## config.mk

```make
export PLATFORM = sky130hd
export DESIGN_NAME = adder_arbiter
export DESIGN_NICKNAME = d
export VERILOG_FILES = /design/src/rtl/adder_arbiter.sv
export SDC_FILE = /design/constraint.sdc
export NUM_CORES = 1
export LEC_CHECK = 0
export BUFFER_PORTS_ARGS = -buffer_cell sky130_fd_sc_hd__buf_2
export CORE_ASPECT_RATIO = 0.5
export CORE_MARGIN = 2
export CORE_UTILIZATION = 47
export DETAILED_ROUTE_END_ITERATION = 10
export GPL_TIMING_DRIVEN = 1
export PLACE_DENSITY = 0.93
export SETUP_SLACK_MARGIN = 0.1
export SLEW_MARGIN = 20
export SYNTH_ARGS = -nofsm -noshare
export SYNTH_HDL_FRONTEND = slang
export SYNTH_SLANG_ARGS = --single-unit
```

## constraint.sdc

```tcl
create_clock -name clk -period 4.85 [get_ports clk]
set_clock_uncertainty 0.2 [all_clocks]
set_input_delay 0.97 -clock clk [delete_from_list [all_inputs] [get_ports clk]]
set_output_delay 0.97 -clock clk [all_outputs]
set_load 0.01 [all_outputs]
```

## src/rtl/adder_arbiter.sv

```systemverilog
// Shares one registered WIDTH-bit adder among N requesters with round-robin arbitration.
// Single response register tagged with the owning requester index.
module adder_arbiter #(
    parameter int unsigned N     = 4,
    parameter int unsigned WIDTH = 32,
    localparam int unsigned IDW  = $clog2(N)
) (
    input  logic                 clk,
    input  logic                 reset,
    input  logic [N-1:0]         req_valid,
    output logic [N-1:0]         req_ready,
    input  logic [N*WIDTH-1:0]   req_a,
    input  logic [N*WIDTH-1:0]   req_b,
    output logic                 rsp_valid,
    input  logic                 rsp_ready,
    output logic [IDW-1:0]       rsp_id,
    output logic [WIDTH-1:0]     rsp_z,
    output logic                 rsp_cout,
    output logic [31:0]          op_count
);

    typedef enum logic {EMPTY = 1'b0, FULL = 1'b1} state_t;

    state_t           state_q, state_d;
    logic [IDW-1:0]   last_grant_q;
    logic             can_accept_c;
    logic             grant_c;
    logic [IDW-1:0]   grant_idx_c;
    int unsigned      idx_c;
    logic [WIDTH-1:0] a_sel_c, b_sel_c;
    logic [WIDTH:0]   sum_c;

    // State register
    always_ff @(posedge clk or posedge reset) begin
        if (reset) begin
            state_q <= EMPTY;
        end else begin
            state_q <= state_d;
        end
    end

    // Round-robin search starting just after the last granted requester
    always_comb begin
        state_d      = state_q;
        can_accept_c = (state_q == EMPTY) || rsp_ready;
        grant_c      = 1'b0;
        grant_idx_c  = '0;
        idx_c        = 0;
        req_ready    = '0;
        for (int unsigned k = 1; k <= N; k++) begin
            idx_c = (32'(last_grant_q) + k) % N;
            if (can_accept_c && !reset && !grant_c && req_valid[idx_c]) begin
                grant_c     = 1'b1;
                grant_idx_c = IDW'(idx_c);
            end
        end
        req_ready[grant_idx_c] = grant_c;

        case (state_q)
            EMPTY: if (grant_c) state_d = FULL;
            FULL:  if (rsp_ready && !grant_c) state_d = EMPTY;
            default: state_d = EMPTY;
        endcase
    end

    assign a_sel_c = req_a[32'(grant_idx_c) * WIDTH +: WIDTH];
    assign b_sel_c = req_b[32'(grant_idx_c) * WIDTH +: WIDTH];
    assign sum_c   = {1'b0, a_sel_c} + {1'b0, b_sel_c};

    // Response register, arbiter pointer and transfer counter
    always_ff @(posedge clk or posedge reset) begin
        if (reset) begin
            rsp_id       <= '0;
            rsp_z        <= '0;
            rsp_cout     <= 1'b0;
            op_count     <= '0;
            last_grant_q <= IDW'(N - 1);
        end else if (grant_c) begin
            rsp_id       <= grant_idx_c;
            rsp_z        <= sum_c[WIDTH-1:0];
            rsp_cout     <= sum_c[WIDTH];
            op_count     <= op_count + 32'd1;
            last_grant_q <= grant_idx_c;
        end
    end

    assign rsp_valid = (state_q == FULL);

endmodule
```

Word-level counts from Yosys, hierarchy flattened:

Cells that the tools add are included.

* input bits: 263
* flip-flop bits (word level): 70
* word-level logic and storage cells: 59
* output and inout bits: 72

* reductions and logical operators: 16
* add/sub/neg operators: 6
* order comparisons: 6
* bitwise gates (word level): 2
* shifts and indexed selects: 2
* multiplexer cells: 21

Operators by type and width (count)
* 128-bit by 8-bit variable part select with 32-bit output: 2
* 32-bit by 32-bit adder with 33-bit output: 1
* 32-bit by 1-bit adder with 32-bit output (second input constant): 1
* 2-bit by 3-bit less-than comparator with 1-bit output (second input constant): 5
* 1-bit two-way mux: 11
* 1-bit logical AND: 10
* 1-bit binary-select mux with 2-bit select: 4
* 2-bit two-way mux: 4
* 1-bit zero test: 5
* 2-bit by 1-bit adder with 2-bit output (second input constant): 2
* 2-bit adder (second input constant): 2
* 4-bit bitwise AND: 1
* 1-bit demux with 2-bit select: 1
* 2-bit by 1-bit >= comparator with 1-bit output (second input constant): 1
* 1-bit case mux with 2 select lines: 1
* 1-bit logical OR: 1
* 1-bit NOT: 1

Longest topological paths before layout:

Gate-level depths: netlist of run 1.

* word-level depth: 22
* mapped depth: 18
* gate-level depth less buffers: 15

Least setup slack after synthesis of run 1:

No wires, ideal clock.

* path type: input -> register
* from: input req_valid[2]
* to: register rsp_z[24]
* stages: 16
* data arrival time: 4206 ps
* path slack: 349 ps
* data required time: 4555 ps
* buffers on the path: 2
* setup time: 95 ps
* path through: inv_1 o21ai_0 a21oi_1 o21ai_1 clkbuf_1 clkbuf_1 a31oi_1 ha_1 fa_1 a21o_1 a221o_1 a21oi_1 a31o_2 a31oi_1 o21a_1 o31ai_1

* word-level cells in the longest chain between the ends: 18
* elaborated cells between the ends (all ways): 29
* classes of those cells: add/sub: 1; shift: 2; mux: 16; reduce/logical: 10

RTL lines
* start: declaration: RTL line 10 `input logic [N-1:0] req_valid,`
* 1-bit binary-select mux with 2-bit select: RTL line 52 `if (can_accept_c && !reset && !grant_c && req_valid[idx_c]) begin`
* 1-bit two-way mux (implied by the code): RTL line 52
* 1-bit logical AND: RTL line 52
* 1-bit two-way mux: RTL line 52
* 1-bit zero test: RTL line 52
* 1-bit logical AND (2 in a row): RTL line 52
* 1-bit two-way mux: RTL line 52
* 1-bit zero test: RTL line 52
* 1-bit logical AND (2 in a row): RTL line 52
* 1-bit two-way mux: RTL line 52
* 1-bit zero test: RTL line 52
* 1-bit logical AND (2 in a row): RTL line 52
* 2-bit two-way mux: RTL line 52
* 128-bit by 8-bit variable part select with 32-bit output, on equally long branches: RTL line 66, 67
* 32-bit by 32-bit adder with 33-bit output: RTL line 68 `assign sum_c = {1'b0, a_sel_c} + {1'b0, b_sel_c};`
* end signal: assignment: RTL line 80 `rsp_z <= sum_c[WIDTH-1:0];`
* end: declaration: RTL line 17 `output logic [WIDTH-1:0] rsp_z,`

Parallel ways exist; a longest one is shown, timed or not. The select of a mux whose other input is x is not followed.
A chain may end at the register's enable or synchronous reset.

Worst setup path after layout of run 1:

* from: input req_valid[2]
* to: register rsp_z[22]

Same word-level chain as after synthesis.

==> results of run 1 <==
## final timing paths
path,slack (ps),start,endpoint,cells past startpoint
setup / recovery,170,req_valid[2],rsp_z[22],17
hold / removal,270,op_count[31],op_count[31],1
setup reg to reg,450,last_grant_q[1],rsp_z[22],15
hold reg to reg,270,op_count[31],op_count[31],1
max in group asynchronous,3050,reset,rsp_z[20],3
min in group asynchronous,620,reset,op_count[7],2
## cell type report
class                   count  share of cell area
diodes                      1            0.000271
clock buffers              10              0.0259
clock inverters             6             0.00746
inverters                  14             0.00583
multi-input cells         754               0.505
flip-flops and latches     70               0.190
well taps                 192              0.0260
repair buffers            394               0.240
## flip-flops by register name, indices dropped and copies added, names as in the netlist
name / count
op_count: 32
last_grant_q: 2
rsp_valid: 1
rsp_id: 2
rsp_cout: 1
rsp_z: 32
## placed cells by master, fill, tap and decap left out, types with 4 or more instances in the layout
| master | instances |
|---|---|
| buf_2 | 334 |
| nand2_1 | 209 |
| a31oi_1 | 69 |
| dfrtp_1 | 68 |
| a211oi_1 | 66 |
| and2_1 | 54 |
| buf_4 | 53 |
| a21oi_1 | 38 |
| nor2_1 | 35 |
| xnor2_1 | 34 |
| o21ai_0 | 33 |
| ha_1 | 32 |
| nand3_1 | 21 |
| nand4_1 | 20 |
| xor2_1 | 17 |
| inv_1 | 13 |
| o211ai_1 | 13 |
| and2_0 | 13 |
| a21o_1 | 11 |
| nor3_1 | 9 |
| clkbuf_16 | 9 |
| o21a_1 | 8 |
| buf_12 | 7 |
| and3_1 | 5 |
| nor2b_1 | 4 |
| o31ai_1 | 4 |
## worst max-delay path, stage by stage
cell and delay, ps:
buf_2 150, inv_1 60, o21ai_0 240, a21oi_1 170, o21ai_4 360, buf_12 240, a211oi_1 70, a31oi_1 280
ha_1 380, a21oi_2 360, o211ai_1 150, a21oi_1 290, o211ai_1 260, buf_4 210, o21a_1 190, xnor2_1 160
o21ai_0 90
## through the flow
stage / power (mW) / util / hold slack (ps) / setup TNS, ps
detailed placement: 3.21 / 0.646 / 266 / -26.3
CTS: 3.91 / 0.668 / 279 / 0
global route: 4.21 / 0.671 / 298 / -15.3
floorplan: 2.27 / - / 254 / 0
global placement: 3.17 / 0.646 / 255 / 0
finish: 3.98 / 0.671 / 274 / 0
## power by group through the flow
| stage | Combinational (mW) | Sequential [mW] | Clock (mW) |
|---|---|---|---|
| floorplan | 1.33 | 0.940 | 0 |
| global placement | 2.29 | 0.882 | 0 |
| detailed placement | 2.32 | 0.890 | 0 |
| CTS | 2.34 | 0.884 | 0.682 |
| global route | 2.60 | 0.902 | 0.705 |
| finish | 2.42 | 0.888 | 0.674 |
## layer usage
layer / wire [um] / track usage / up-vias
met3: 2900 / 0.0941 / 62
met2: 11600 / 0.528 / 466
met1: 11000 / 0.430 / 3954
met4: 593 / 0.0840 / 0
met5: 0 / 0 / -
li1: - / - / 3934
## kinds of logic after synthesis
logic type	count (synthesis)	synth area share
compound gates	275	0.280
xor+xnor	51	0.0668
fa+ha+maj	34	0.0648
buf+inv	82	0.0488
flops	70	0.262
mux	3	0.00449
simple gates	391	0.273
## timing repair
action / in CTS / in global routing
endpoints found under the setup margin: 0 / 4
hold buffers: 0 / 0
resized for setup: 0 / 2
buffers inserted: 0 / 4
==> summary.md, run 1 <==
| Metric | Value |
|---|---|
| Fmax | 0.214 GHz |
| Fin crit share | 0.964 |
| Final Max Slew Viols | 0 |
| DR DRC count | 0 |
| Final WL | 26,100 um |
| TritonCTS clock tree | yes |
| Die width | 173 um |
| Least-Margin Pin Slew | 822 ps |
| Max cap viols | 0 |
| Endpoints failing hold | 0 |
| Area taken by flip-flops and latches | 1750 um^2 |
| Outcome | finished, final reports clean |
| Dominant synthesized flop cell | dfrtp_1 |
| Ports | 335 |
| Setup CP Type | input port to flop |
| Worst Slack Setup Final | 174 ps |
| Synth top area cells | dfrtp_1 25%, nand2_1 12%, a211oi_1 7.4%, a31oi_1 6.5%, ha_1 6.2% |
| Flop and latch count out of synthesis | 70 |
| Final setup viols | 0 |
| Area occupied by multi-input gates | 4650 um^2 |
| TritonRoute pass-1 iters | 5 |
| Synthesized area | 6690 um^2 |
| Wire per inst | 18.1 um |
| Clk pwr share | 0.169 |
| Via count | 8,416 |
| P per Cell Area | 431 nW/um^2 |
| Nets@finish | 1,540 |
| Antenna violations before repair | 1 |
| Worst-path clk slew | 60 ps |
| Worst skew pair latency | 330 ps |
| Synth Warn # | 0 |
| Sink Count | 70 |
| Total grt overflow | 0 |
| Routability Congestion | 1.03 |
| Maximum vdd ir drop | 0.217 mV |
| HP Class | flop to flop |
| Placed Instances | 1,420 |
| PortBufs | 334 |
| Fin cells | 1,441 |
| Layout cells sized above 1 | 0.345 |
| Vias/cell | 5.84 |
| Iteration-0 DRC Markers | 693 |
| Placed cell area | 8870 um^2 |
| Critical path arrival | 4680 ps |
| Syn Area/Cell | 7.38 um^2 |
| Die footprint | 15,300 um^2 |
| Syn-to-layout area delta | 38.0% |
| CP required | 4860 ps |
| Cell variety after synth | 61 |
| Top-count cell post-synth | nand2_1 |
| Pint | 2.17 mW |
| Final HPWL DP | 21,200 um |
| First-pass GRT wire length | 39,200 um |
| Worst-path fanout max | 28 |
| Die Height | 88.3 um |
| P_sw | 1.81 mW |
| Ys async rst share | 1.00 |
| Post-Layout Inst Area | 9220 um^2 |
| Std cell rows | 30 |
| Pre-CTS setup slack | -26.3 ps |
| Initial Utilization | 0.487 |
| Antenna-violating nets left | 0 |
| Clk buf depth | 2 |
| Post-synthesis sequential area ratio | 0.262 |
| Number of synthesized flops with an enable pin | 0 |
| Switch share | 0.454 |
| Combinational share of power | 0.607 |
| Synth top area share | 0.255 |
| Cells after synthesis | 906 |
| Fin crit period | 4680 ps |
| CP Capture Type | flop |
| Synth top cells by count | 209 x nand2_1, 69 x a31oi_1, 68 x dfrtp_1 |
| Cell taking the most area after synthesis | dfrtp_1 |
| Vias in the first global route | 7,674 |
| CTS buffer count | 9 |
| GRT Total Usage | 0.324 |
| P_leak | 4.48 nW |
| Startpoint types | input port |
| Core ar. | 13,700 um^2 |
| Syn_nets | 1,203 |
| CTS H-tree depth | 3 |
| Clk root buf | clkbuf_16 |
| Fillers | 1,177 |
| Largest net degree at the start of global routing | 50 |
| Slew HR | 0.451 |
| Power share of the sequential group | 0.223 |
Note: power is estimated with default switching activity, not from simulation.
==> run 2, diff against run 1 <==
==> constraint.sdc (replaced) <==
create_clock -name clk -period 4.85 [get_ports clk]
set_clock_uncertainty 0.2 [all_clocks]
set_input_delay 0.485 -clock clk [delete_from_list [all_inputs] [get_ports clk]]
set_output_delay 0.485 -clock clk [all_outputs]
set_load 0.01 [all_outputs]
==> summary.md, run 2 (synthesis gave the netlist of run 1 again) <==
| Metric | Value |
|---|---|
| R2r startpoint | last_grant_q[1] |
| PortBufs | 334 |
| Largest regs | op_count x32, rsp_z x32 |
| Layout cells sized above 1 | 0.324 |
| Nets@finish | 1,503 |
| Fin crit share | 0.945 |
| Die width | 173 um |
| Wire per inst | 18.2 um |
| Clk buf depth | 2 |
| Sink Count | 70 |
| Least-Margin Pin Slew | 642 ps |
| Vias in the first global route | 7,565 |
| Fin cells | 1,405 |
| Cell mode on critical path | nand2_1 |
| Post-CTS Setup Bufs | 0 |
| Ports | 335 |
| Setup CP Type | flop to flop |
| Slew HR | 0.572 |
| Initial Utilization | 0.487 |
| Setup crit start | last_grant_q[1] |
| Outcome | finished, final reports clean |
| Combinational share of power | 0.592 |
| P_leak | 4.28 nW |
| Syn-to-layout area delta | 32.9% |
| Total grt overflow | 0 |
| Core ar. | 13,700 um^2 |
| Antenna violations before repair | 2 |
| Worst-path clk slew | 60 ps |
| Final WL | 25,500 um |
| Die footprint | 15,300 um^2 |
| TritonRoute pass-1 iters | 5 |
| Unrepaired setup endpoints after global routing | no |
| CP Cell Sequence | nand2_1, mux2i_1, o221ai_4, buf_4, and2_1, a211oi_1, a31oi_1, ha_1, nand2_1, a21oi_1, o211ai_1, a2111oi_4, nor2_2, or4_1, nand3_1 |
| CP required | 4920 ps |
| Hold_buf cts | 0 |
| Vias/cell | 5.89 |
| Die Height | 88.3 um |
| Final setup viols | 0 |
| Largest net degree at the start of global routing | 56 |
| Endpoints failing hold | 0 |
| Fmax | 0.218 GHz |
| Placed Instances | 1,387 |
| Clk root buf | clkbuf_16 |
| GRT Total Usage | 0.322 |
| DR DRC count | 0 |
| Startpoint types | flop |
| Antenna-violating nets left | 0 |
| Most frequent cells in the layout | 334 x buf_2, 209 x nand2_1, 69 x a31oi_1, 68 x dfrtp_1, 66 x a211oi_1 |
| Fin crit period | 4580 ps |
| Placed cell area | 8560 um^2 |
| Post_cts resized | 0 |
| P_sw | 1.77 mW |
| TritonCTS clock tree | yes |
| Critical-path top delay cell | dfstp_2 |
| CTS buffer count | 9 |
| CTS H-tree depth | 3 |
| Routability Congestion | 0.993 |
| CP Capture Type | flop |
| Final Max Slew Viols | 0 |
| Setup Total Neg Slack | 0 ps |
| Maximum vdd ir drop | 0.219 mV |
| Power share of the sequential group | 0.232 |
| Worst-path fanout max | 21 |
| Iteration-0 DRC Markers | 740 |
| Pint | 2.03 mW |
| Final HPWL DP | 20,800 um |
| Commonest non-fill, non-tap cell in the layout | buf_2 |
| Post-Layout Inst Area | 8880 um^2 |
| P per Cell Area | 427 nW/um^2 |
| Via count | 8,282 |
| HP Class | input port to async pin |
| Critical path arrival | 4650 ps |
| Std cell rows | 30 |
| Worst skew pair latency | 330 ps |
| Switch share | 0.466 |
| Worst path max stage delay | 590 ps |
| Max cap viols | 0 |
| Clk pwr share | 0.177 |
| First-pass GRT wire length | 39,000 um |
## run 2: power groups by stage
stage          Combinational (mW)  Clock [mW]  Sequential (mW)
6_report                     2.25       0.671            0.880
5_1_grt                      2.42       0.701            0.898
4_1_cts                      2.18       0.678            0.878
3_5_place_dp                 2.17           0            0.885
3_3_place_gp                 2.14           0            0.877
2_1_floorplan                1.33           0            0.940
## run 2: final timing paths
check,depth (start not counted),end,slack [ps]
worst max-delay path,15,rsp_z[25],270
worst min-delay path,2,rsp_id[1],60
worst max register to register,15,rsp_z[25],270
worst min register to register,2,rsp_z[17],270
max in group asynchronous,3,op_count[8],3430
min in group clk,2,rsp_z[17],270
## run 2: through the flow
stage                util  hold WS, ps  power (mW)  worst slack, ps
floorplan               -          254        2.27              568
global placement    0.623          257        3.01              445
detailed placement  0.623          261        3.05              286
CTS                 0.646         68.0        3.74              358
global route        0.646          103        4.02              115
finish              0.647         57.7        3.80              267
## run 2: per-layer routing
metal  track usage  up-vias  part of all wire
li1              -     3868                 -
met1         0.441     3888              0.44
met2         0.507      466              0.44
met3        0.0799       60              0.10
met4         0.106        0             0.024
met5             0        -                 0
## run 2: worst max-delay path: cells and delay by family, from the launching register on
| kind | cells | cell delay (ps) |
|---|---|---|
| adders and majority gates | 1 | 470 |
| DFF | 1 | 590 |
| muxes | 1 | 310 |
| buffers and inverters | 1 | 300 |
| AOI/OAI and AO/OA | 6 | 1660 |
| and+or+nand+nor | 6 | 970 |
## run 2: cell type report
| type | instances | area [um^2] |
|---|---|---|
| Clock buffer | 9 | 225 |
| Sequential cell | 70 | 1750 |
| Multi-Input combinational cell | 754 | 4660 |
| Fill cell | 1204 | 4860 |
| Antenna cell | 2 | 5.00 |
| Tap cell | 192 | 240 |
| Inverter | 14 | 52.6 |
| Timing Repair Buffer | 357 | 1870 |
| Clock inverter | 7 | 80.1 |
==> run 3, diff against run 2 <==
==> config.mk (replaced) <==
export PLATFORM = sky130hd
export DESIGN_NAME = adder_arbiter
export DESIGN_NICKNAME = d
export VERILOG_FILES = /design/src/rtl/adder_arbiter.sv
export SDC_FILE = /design/constraint.sdc
export NUM_CORES = 1
export LEC_CHECK = 0
export CORE_AREA = 2 2 131 133
export DETAILED_ROUTE_END_ITERATION = 10
export DIE_AREA = 0 0 133 135
export DONT_BUFFER_PORTS = 1
export GPL_TIMING_DRIVEN = 1
export PLACE_DENSITY = 0.66
export SETUP_SLACK_MARGIN = 0.1
export SLEW_MARGIN = 20
export SYNTH_ARGS = -nofsm -noshare
export SYNTH_HDL_FRONTEND = slang
export SYNTH_SLANG_ARGS = --single-unit
==> summary.md, run 3 (synthesis gave the netlist of run 1 again) <==
| Metric | Value |
|---|---|
| Die width | 133 um |
| P per Cell Area | 474 nW/um^2 |
| Layout Utilization | 0.443 |
| Std cell rows | 47 |
| Placed cell area | 6920 um^2 |
| TritonCTS clock tree | yes |
| Clk buf depth | 2 |
| Post-Layout Inst Area | 7280 um^2 |
| Setup crit start | last_grant_q[1] |
| Reg2Reg Depth | 15 |
| Core ar. | 16,400 um^2 |
| Vias in the first global route | 6,148 |
| Worst skew pair latency | 330 ps |
| Unrepaired setup endpoints after global routing | yes |
| Syn-to-layout area delta | 8.83% |
| R2r setup slk | 400 ps |
| Diode count | 0 |
| Total power | 3.45 mW |
| Layout cells sized above 1 | 0.0682 |
| Die Height | 135 um |
| Commonest non-fill, non-tap cell in the layout | nand2_1 |
| Clk root buf | clkbuf_16 |
| Final Max Slew Viols | 0 |
| Final setup viols | 0 |
| Least-Margin Pin Slew | 768 ps |
| HP Class | input port to flop |
| Fin crit period | 4450 ps |
| Fin crit share | 0.918 |
| Worst-path clk slew | 60 ps |
| Largest regs | op_count x32, rsp_z x32 |
| Endpoints failing hold | 0 |
| Iteration-0 DRC Markers | 475 |
| Vias/cell | 6.14 |
| Via count | 6,755 |
| Worst-path fanout max | 22 |
| Largest net degree at the start of global routing | 72 |
| DR DRC count | 0 |
| Routability Congestion | 1.00 |
| Startpoint types | flop |
| CTS H-tree depth | 3 |
| Fillers | 1,667 |
| Initial Utilization | 0.407 |
| Outcome | finished, final reports clean |
| Area occupied by multi-input gates | 4660 um^2 |
| Slew HR | 0.487 |
| CP Capture Type | flop |
| Antenna violations before repair | 1 |
| Final HPWL DP | 18,800 um |
| Setup Total Neg Slack | 0 ps |
| Setup CP Type | flop to flop |
| Nets@finish | 1,172 |
| PortBufs | 0 |
| Final WL | 23,500 um |
| Critical path arrival | 4520 ps |
| Area taken by flip-flops and latches | 1750 um^2 |
| P_leak | 2.92 nW |
| Most frequent cells in the layout | 209 x nand2_1, 69 x a31oi_1, 68 x dfrtp_1, 66 x a211oi_1, 54 x and2_1 |
| First-pass GRT wire length | 35,000 um |
| Antenna-violating nets left | 0 |
| GRT Total Usage | 0.251 |
| R2r endpoint | rsp_z[27] |
| Max cap viols | 0 |
| CP required | 4910 ps |
| CTS buffer count | 9 |
| Ports | 335 |
| Min Hold Slack | 204 ps |
| Wire per inst | 21.3 um |
| Die footprint | 18,000 um^2 |
| Hold Crit Depth | 2 |
| Fmax | 0.225 GHz |
| Critical Path End | rsp_z[27] |
| R2r startpoint | last_grant_q[1] |
| Maximum vdd ir drop | 0.206 mV |
| TritonRoute pass-1 iters | 5 |
| Total grt overflow | 0 |
| Sink Count | 70 |
==> run 3: critical path: stages, from the launching register on <==
cell and delay, ps:
dfstp_2 590, nand2_1 60, mux2i_1 300, o221ai_4 310, buf_4 290, and2_1 170
a211oi_1 210, a31oi_1 100, ha_2 450, o21ai_1 90, a21oi_1 230, o21ai_1 180
o31ai_2 380, a31oi_2 250, or4_1 510, nand3_1 80
==> run 3: what timing repair did <==
action	4_1_cts	5_1_grt
setup endpoints to repair	0	10
hold buffers	1	0
setup buffers	0	5
endpoints found under the hold margin	16	0
gates resized for setup	0	2
==> run 3: worst min path at each step <==
stage | startpoint | slack, ps | to
global placement | last_grant_q[0] | 270 | last_grant_q[0]
finish | reset | 200 | rsp_valid
detailed placement | last_grant_q[0] | 280 | last_grant_q[0]
floorplan | last_grant_q[0] | 250 | last_grant_q[0]
global route | reset | 220 | rsp_valid
CTS | reset | 180 | rsp_valid
==> run 3: layout make-up <==
class,count,area share
flip-flops and latches,70,0.241
repair buffers,25,0.0330
clock inverters,6,0.00860
inverters,14,0.00722
well taps,220,0.0378
clock buffers,10,0.0315
multi-input cells,755,0.641
==> run 3: routing by layer <==
layer  track usage  wire (um)  vias up
met5             0         13        -
met4         0.102        769        2
li1              -          -     3218
met1         0.322      10100     3130
met2         0.399      10500      349
met3        0.0702       2130       56
==> run 3: stage by stage <==
step	std cells	setup slack (ps)
finish	1100	397
global placement	1077	380
CTS	1094	289
global route	1100	77.1
floorplan	906	568
detailed placement	1077	307
==> run 3: report_power, final <==
group	internal, mW	leakage, nW	switching (mW)
sequential	0.756	0.886	0.273
clock	0.396	0.134	0.245
combinational	0.684	1.90	1.10
total	1.84	2.92	1.61
